## src/rtl/ysyx_24100006_exu_ctrl_if.sv

```systemverilog
// Handshake bundle between the IDU/MEMU side and the EXU control FSM.
// The master modport is the environment; the slave modport is the EXU controller.
interface ysyx_24100006_exu_ctrl_if;
    logic        in_valid;
    logic        in_ready;
    logic [3:0]  jump;
    logic        irq;
    logic        flush;
    logic        alu_en;
    logic        out_valid;
    logic        out_ready;
    logic        npc_valid;
    logic        busy;
    logic [31:0] stall_cnt;

    modport master (
        output in_valid,
        output jump,
        output irq,
        output flush,
        output out_ready,
        input  in_ready,
        input  alu_en,
        input  out_valid,
        input  npc_valid,
        input  busy,
        input  stall_cnt
    );

    modport slave (
        input  in_valid,
        input  jump,
        input  irq,
        input  flush,
        input  out_ready,
        output in_ready,
        output alu_en,
        output out_valid,
        output npc_valid,
        output busy,
        output stall_cnt
    );
endinterface

```

## src/rtl/ysyx_24100006_exu_ctrl.sv

```systemverilog
// EXU control FSM: sequences one LAT-cycle execute step per accepted instruction.
// Optional back-pressure counter is built only with YSYX_24100006_EXU_STALL_CNT_EN.
//
//   state | meaning
//   IDLE  | no operation held, ready to accept
//   EXEC  | counting down LAT cycles, alu_en on the last one
//   DONE  | result offered to MEMU until out_ready
module ysyx_24100006_exu_ctrl #(
    parameter int LAT = 1
) (
    input logic                    clk,
    input logic                    reset,
    ysyx_24100006_exu_ctrl_if.slave bus
);
    typedef enum logic [1:0] {
        S_IDLE = 2'd0,
        S_EXEC = 2'd1,
        S_DONE = 2'd2
    } state_t;

    localparam logic [3:0] LAT_M1 = 4'(LAT - 1);

    state_t     r_state;
    logic [3:0] r_cnt;
    logic       r_redir;
    logic       r_first;

    logic       w_in_ready;
    logic       w_accept;
    logic       w_exec_last;
    logic       w_out_valid;
    logic       w_new_redir;

    assign w_in_ready  = !reset && ((r_state == S_IDLE) ||
                                    ((r_state == S_DONE) && bus.out_ready));
    assign w_accept    = bus.in_valid && w_in_ready && !bus.flush;
    assign w_exec_last = (r_state == S_EXEC) && (r_cnt == 4'd0);
    assign w_new_redir = (bus.jump != 4'd0) || bus.irq;

    always_ff @(posedge clk) begin
        if (reset) begin
            r_state <= S_IDLE;
            r_cnt   <= 4'd0;
            r_redir <= 1'b0;
            r_first <= 1'b0;
        end else if (bus.flush) begin
            r_state <= S_IDLE;
            r_cnt   <= 4'd0;
            r_redir <= 1'b0;
            r_first <= 1'b0;
        end else begin
            r_first <= 1'b0;
            case (r_state)
                S_IDLE: begin
                    if (w_accept) begin
                        r_state <= S_EXEC;
                        r_cnt   <= LAT_M1;
                        r_redir <= w_new_redir;
                    end
                end
                S_EXEC: begin
                    if (r_cnt == 4'd0) begin
                        r_state <= S_DONE;
                        r_first <= 1'b1;
                    end else begin
                        r_cnt <= r_cnt - 4'd1;
                    end
                end
                S_DONE: begin
                    if (bus.out_ready) begin
                        if (w_accept) begin
                            r_state <= S_EXEC;
                            r_cnt   <= LAT_M1;
                            r_redir <= w_new_redir;
                        end else begin
                            r_state <= S_IDLE;
                            r_redir <= 1'b0;
                        end
                    end
                end
                default: begin
                    r_state <= S_IDLE;
                    r_cnt   <= 4'd0;
                    r_redir <= 1'b0;
                end
            endcase
        end
    end

    // Reset and flush mask every output pulse in the very cycle they are seen.
    assign w_out_valid   = !reset && !bus.flush && (r_state == S_DONE);
    assign bus.out_valid = w_out_valid;
    assign bus.alu_en    = !reset && !bus.flush && w_exec_last;
    assign bus.npc_valid = w_out_valid && r_first && r_redir;
    assign bus.in_ready  = w_in_ready;
    assign bus.busy      = !reset && (r_state != S_IDLE);

`ifdef YSYX_24100006_EXU_STALL_CNT_EN
    logic [31:0] r_stall_cnt;

    always_ff @(posedge clk) begin
        if (reset) begin
            r_stall_cnt <= 32'd0;
        end else if (w_out_valid && !bus.out_ready && (r_stall_cnt != 32'hFFFF_FFFF)) begin
            r_stall_cnt <= r_stall_cnt + 32'd1;
        end
    end

    assign bus.stall_cnt = r_stall_cnt;
`else
    assign bus.stall_cnt = 32'd0;
`endif

endmodule

```

## src/flat_wrapper.sv

```systemverilog
// flat-port wrapper written by rule: the top's interface ports become plain ports
module ysyx_24100006_exu_ctrl_flat 
#(
    parameter int LAT = 1
)
  (clk, reset, bus_in_valid, bus_jump, bus_irq, bus_flush, bus_out_ready, bus_in_ready, bus_alu_en, bus_out_valid, bus_npc_valid, bus_busy, bus_stall_cnt);
  ysyx_24100006_exu_ctrl_if bus_i ();
  input logic clk;
  input logic reset;
  input wire logic [$bits(bus_i.in_valid)-1:0] bus_in_valid;
  input wire logic [$bits(bus_i.jump)-1:0] bus_jump;
  input wire logic [$bits(bus_i.irq)-1:0] bus_irq;
  input wire logic [$bits(bus_i.flush)-1:0] bus_flush;
  input wire logic [$bits(bus_i.out_ready)-1:0] bus_out_ready;
  output wire logic [$bits(bus_i.in_ready)-1:0] bus_in_ready;
  output wire logic [$bits(bus_i.alu_en)-1:0] bus_alu_en;
  output wire logic [$bits(bus_i.out_valid)-1:0] bus_out_valid;
  output wire logic [$bits(bus_i.npc_valid)-1:0] bus_npc_valid;
  output wire logic [$bits(bus_i.busy)-1:0] bus_busy;
  output wire logic [$bits(bus_i.stall_cnt)-1:0] bus_stall_cnt;
  assign bus_i.in_valid = bus_in_valid;
  assign bus_i.jump = bus_jump;
  assign bus_i.irq = bus_irq;
  assign bus_i.flush = bus_flush;
  assign bus_i.out_ready = bus_out_ready;
  assign bus_in_ready = bus_i.in_ready;
  assign bus_alu_en = bus_i.alu_en;
  assign bus_out_valid = bus_i.out_valid;
  assign bus_npc_valid = bus_i.npc_valid;
  assign bus_busy = bus_i.busy;
  assign bus_stall_cnt = bus_i.stall_cnt;
  ysyx_24100006_exu_ctrl #(.LAT(LAT)) u_core (.clk(clk), .reset(reset), .bus(bus_i));
endmodule
```

## config.mk

```make
export PLATFORM = sky130hd
export DESIGN_NAME = ysyx_24100006_exu_ctrl_flat
export DESIGN_NICKNAME = d
export VERILOG_FILES = /design/src/rtl/ysyx_24100006_exu_ctrl_if.sv /design/src/rtl/ysyx_24100006_exu_ctrl.sv /design/src/flat_wrapper.sv
export SDC_FILE = /design/constraint.sdc
export NUM_CORES = 1
export LEC_CHECK = 0
export BUFFER_PORTS_ARGS = -buffer_cell sky130_fd_sc_hd__clkbuf_2
export CAP_MARGIN = 20
export CORE_MARGIN = 3
export CORE_UTILIZATION = 41
export CTS_BUF_LIST = sky130_fd_sc_hd__clkbuf_8 sky130_fd_sc_hd__clkbuf_16
export CTS_CLUSTER_DIAMETER = 60
export DETAILED_ROUTE_END_ITERATION = 10
export PLACE_DENSITY = 0.86
export SLEW_MARGIN = 40
export SYNTH_ARGS = -nofsm -noshare
export SYNTH_HDL_FRONTEND = slang
export SYNTH_SLANG_ARGS = --single-unit
```

## constraint.sdc

```tcl
create_clock -name clk -period 2 [get_ports clk]
set_clock_uncertainty 0.05 [all_clocks]
set_input_delay 0.3 -clock clk [delete_from_list [all_inputs] [get_ports clk]]
set_output_delay 0.3 -clock clk [all_outputs]
set_load 0.02 [all_outputs]
```

==> results.toml <==
[placed_design]
place_hpwl_um = 1074
io_buffers = 14
dp.cells = 120
place_congestion = 0.7489

[cts]
h-tree-depth = 1
clk_pin_slew_ns = 0.05
cts_tree = "done"
numCtsBuffers = 3
cts-root-buf = "clkbuf_8"
clk_latency_ns = 0.23
clkSinkCount = 8
cts_hold_buf = 0
cts_buffer_depth = 2

[die]
die_w_um = 48.04
die_h_um = 48.04
die-area_mm2 = 0.002307
rows = 14
core_mm2 = 0.001577
num_io_pins = 47
start_util = 0.4595

[setup_path]
crit_fanout = 5
critical_path.top_delay_family = "simple AND/OR/NAND/NOR gates"
rr_worst_depth = 5
crit_path_max_incr_delay_ns = 0.38
cp_slowest_cell = "or3b_4"
arrival_ns = 1.57
endpoint_kind = "output port"
crit_type = "reg -> out"
cp_cell_sequence = "inv_1, ha_4, or3b_4, nand2b_4, nor2_4, buf_6"
worstPathRequired_ns = 1.65
crit_cells = 6
critical_path_buf_inv_count = 2
critPathLaunchType = "flop"

[cells_and_area]
fillers = 155
drive_above_1_share = 0.2593
area_growth_pct = 4.836
final_cells = 124
nNetsFinal = 121
n_antenna_cell = 0

[synthesis]
synth_compound_area_frac = 0.1554
synth_top_area_share = 0.3420
synth_warnings = 0
synth_most_common_cell = "buf_4"
synth-edff-count = 0
synth_top_area_cell = "buf_4"
synth_fa_ha_area_frac = 0.01727
syn_area_per_cell_um2 = 7.790
synth-simple-area-share = 0.2142
synth_cell_types = 31
synthCells = 93
synth_xor_area_frac = 0
async_flop_share = 0
synth_ff_type = "dfxtp_1"
synth_mux_area_frac = 0
synth_top_family_by_area = "buffers and inverters"
seq_area_frac_synth = 0.2211
ys_ff_latch = 8
synth_commonest_cells = "33 x buf_4, 8 x dfxtp_1, 8 x nor2_1"
synth.area.top_cells = "buf_4 34%, dfxtp_1 22%, nor2_1 4.1%, inv_1 3.1%, a21oi_1 2.1%"
synth.cell_area_um2 = 724.4

[grt]
grt_pass1_vias = 489
grt_util_met2 = 0.2797
grt_pass1_wl_um = 2256
grt_max_degree = 11
antenna_found_initial = 0
use_met3 = 0.03383
met1_usage = 0.1413
grt.overflow.total = 0
grt_usage = 0.1465
top_usage_layer = "met2"

[drt]
wl_um = 1596
vias_per_cell = 4.782
first_iter_violations = 17
drc_errors = 0
avgRoutedWirePerCell_um = 12.87
dr.pass1.iters = 4
vias = 593
ant_nets = 0

[outcome]
outcome = "finished, final reports clean"

[sta]
hold_viol_final = 0
drv_slew = 0
period_share = 0.9616
fin_tns_setup_ns = 0
setup_violations = 0
max_freq_ghz = 0.5200
period_minus_slack_ns = 1.923

[flow_run]
maxCapViolCount = 0

[hold_path]
holdPathStages = 3
hold_path.class = "in -> reg"

[power]
vdd_drop_max_v = 0.0004496
p_per_area_mw_per_mm2 = 616.7
total_leakage_power_nw = 0.3511
[per-stage QoR]
step / hold WS [ns] / power [mW] / utilization / setup slack, ns / area [um2]
after CTS: 0.2810 / 0.4616 / 0.4683 / 0.001982 / 738.2
after floorplan: 0.4011 / 0.2921 / - / 0.2094 / 840.8
after global placement: 0.4324 / 0.2589 / 0.4317 / 0.2379 / 680.7
after global routing: 0.3355 / 0.4878 / 0.4817 / -0.002275 / 759.5
final: 0.2773 / 0.4683 / 0.4817 / 0.07683 / 759.5
after detailed placement: 0.4360 / 0.2598 / 0.4317 / 0.1550 / 680.7
[repair_timing]
item	CTS	global route
endpoints found under the setup margin	1	1
gates resized for setup	4	6
setup buffers	1	0
[power by group]
group	switching (mW)	leakage, nW	internal, mW
Sequential	0.00266	0.0653	0.163
Clock	0.0749	0.0216	0.131
Combinational	0.0792	0.264	0.0176
Total	0.157	0.351	0.312
[area by class of cell]
| cell class | instances | area (um2) | area share |
|---|---|---|---|
| repair buffers | 16 | 91.34 | 0.1203 |
| multi-input cells | 75 | 422.9 | 0.5568 |
| inverters | 6 | 22.52 | 0.02965 |
| flip-flops and latches | 8 | 161.4 | 0.2125 |
| well taps | 16 | 20.02 | 0.02636 |
| clock buffers | 3 | 41.29 | 0.05437 |
[metal layers]
metal  vias up  part of all wire
met1       281              0.34
met4         0             0.036
met3         6             0.054
li1        280                 -
met2        26              0.56
met5         -                 0
[registers in the layout, indices dropped and copies added (netlist names)]
name	flops
u_core.r_redir	1
u_core.r_cnt	4
u_core.r_state	2
u_core.r_first	1
[path summary, 6_finish.rpt]
path,start,endpoint,slack (ns)
max,u_core.r_cnt[0],bus_alu_en,0.08
min reg2reg,u_core.r_cnt[0],u_core.r_cnt[0],0.43
min,bus_jump[1],u_core.r_redir,0.28
max reg2reg,u_core.r_cnt[0],u_core.r_cnt[1],0.40
[layout by cell type, fill, tap and decap left out, types with 2 or more instances in the layout]
cell and instances:
nor2_1 7, a31oi_1 2, clkbuf_8 3, buf_4 2, nor2b_1 2, a21oi_1 3
inv_1 5, nand3_1 3, conb_1 32, nor3_1 3, clkbuf_2 13, dfxtp_1 7
nand2_1 2, o21ai_0 2
[logic make-up (layout without fill, tap and decap cells)]
| group | count (synthesis) | in the layout |
|---|---|---|
| flip-flops | 8 | 8 |
| buffers and inverters | 41 | 25 |
| adder cells (fa/ha/maj) | 1 | 1 |
| AO/OA/AOI/OAI | 15 | 15 |
| AND/OR/NAND/NOR | 27 | 27 |
| other | 1 | 32 |
[worst reg2reg max path, cell delays in order (launching register included)]
cell and delay, ns:
dfxtp_2 0.33, inv_1 0.09, ha_4 0.14, or3b_4 0.38, nand2b_4 0.18, a311oi_1 0.31
No activity file was read; power rests on OpenSTA's default activity.
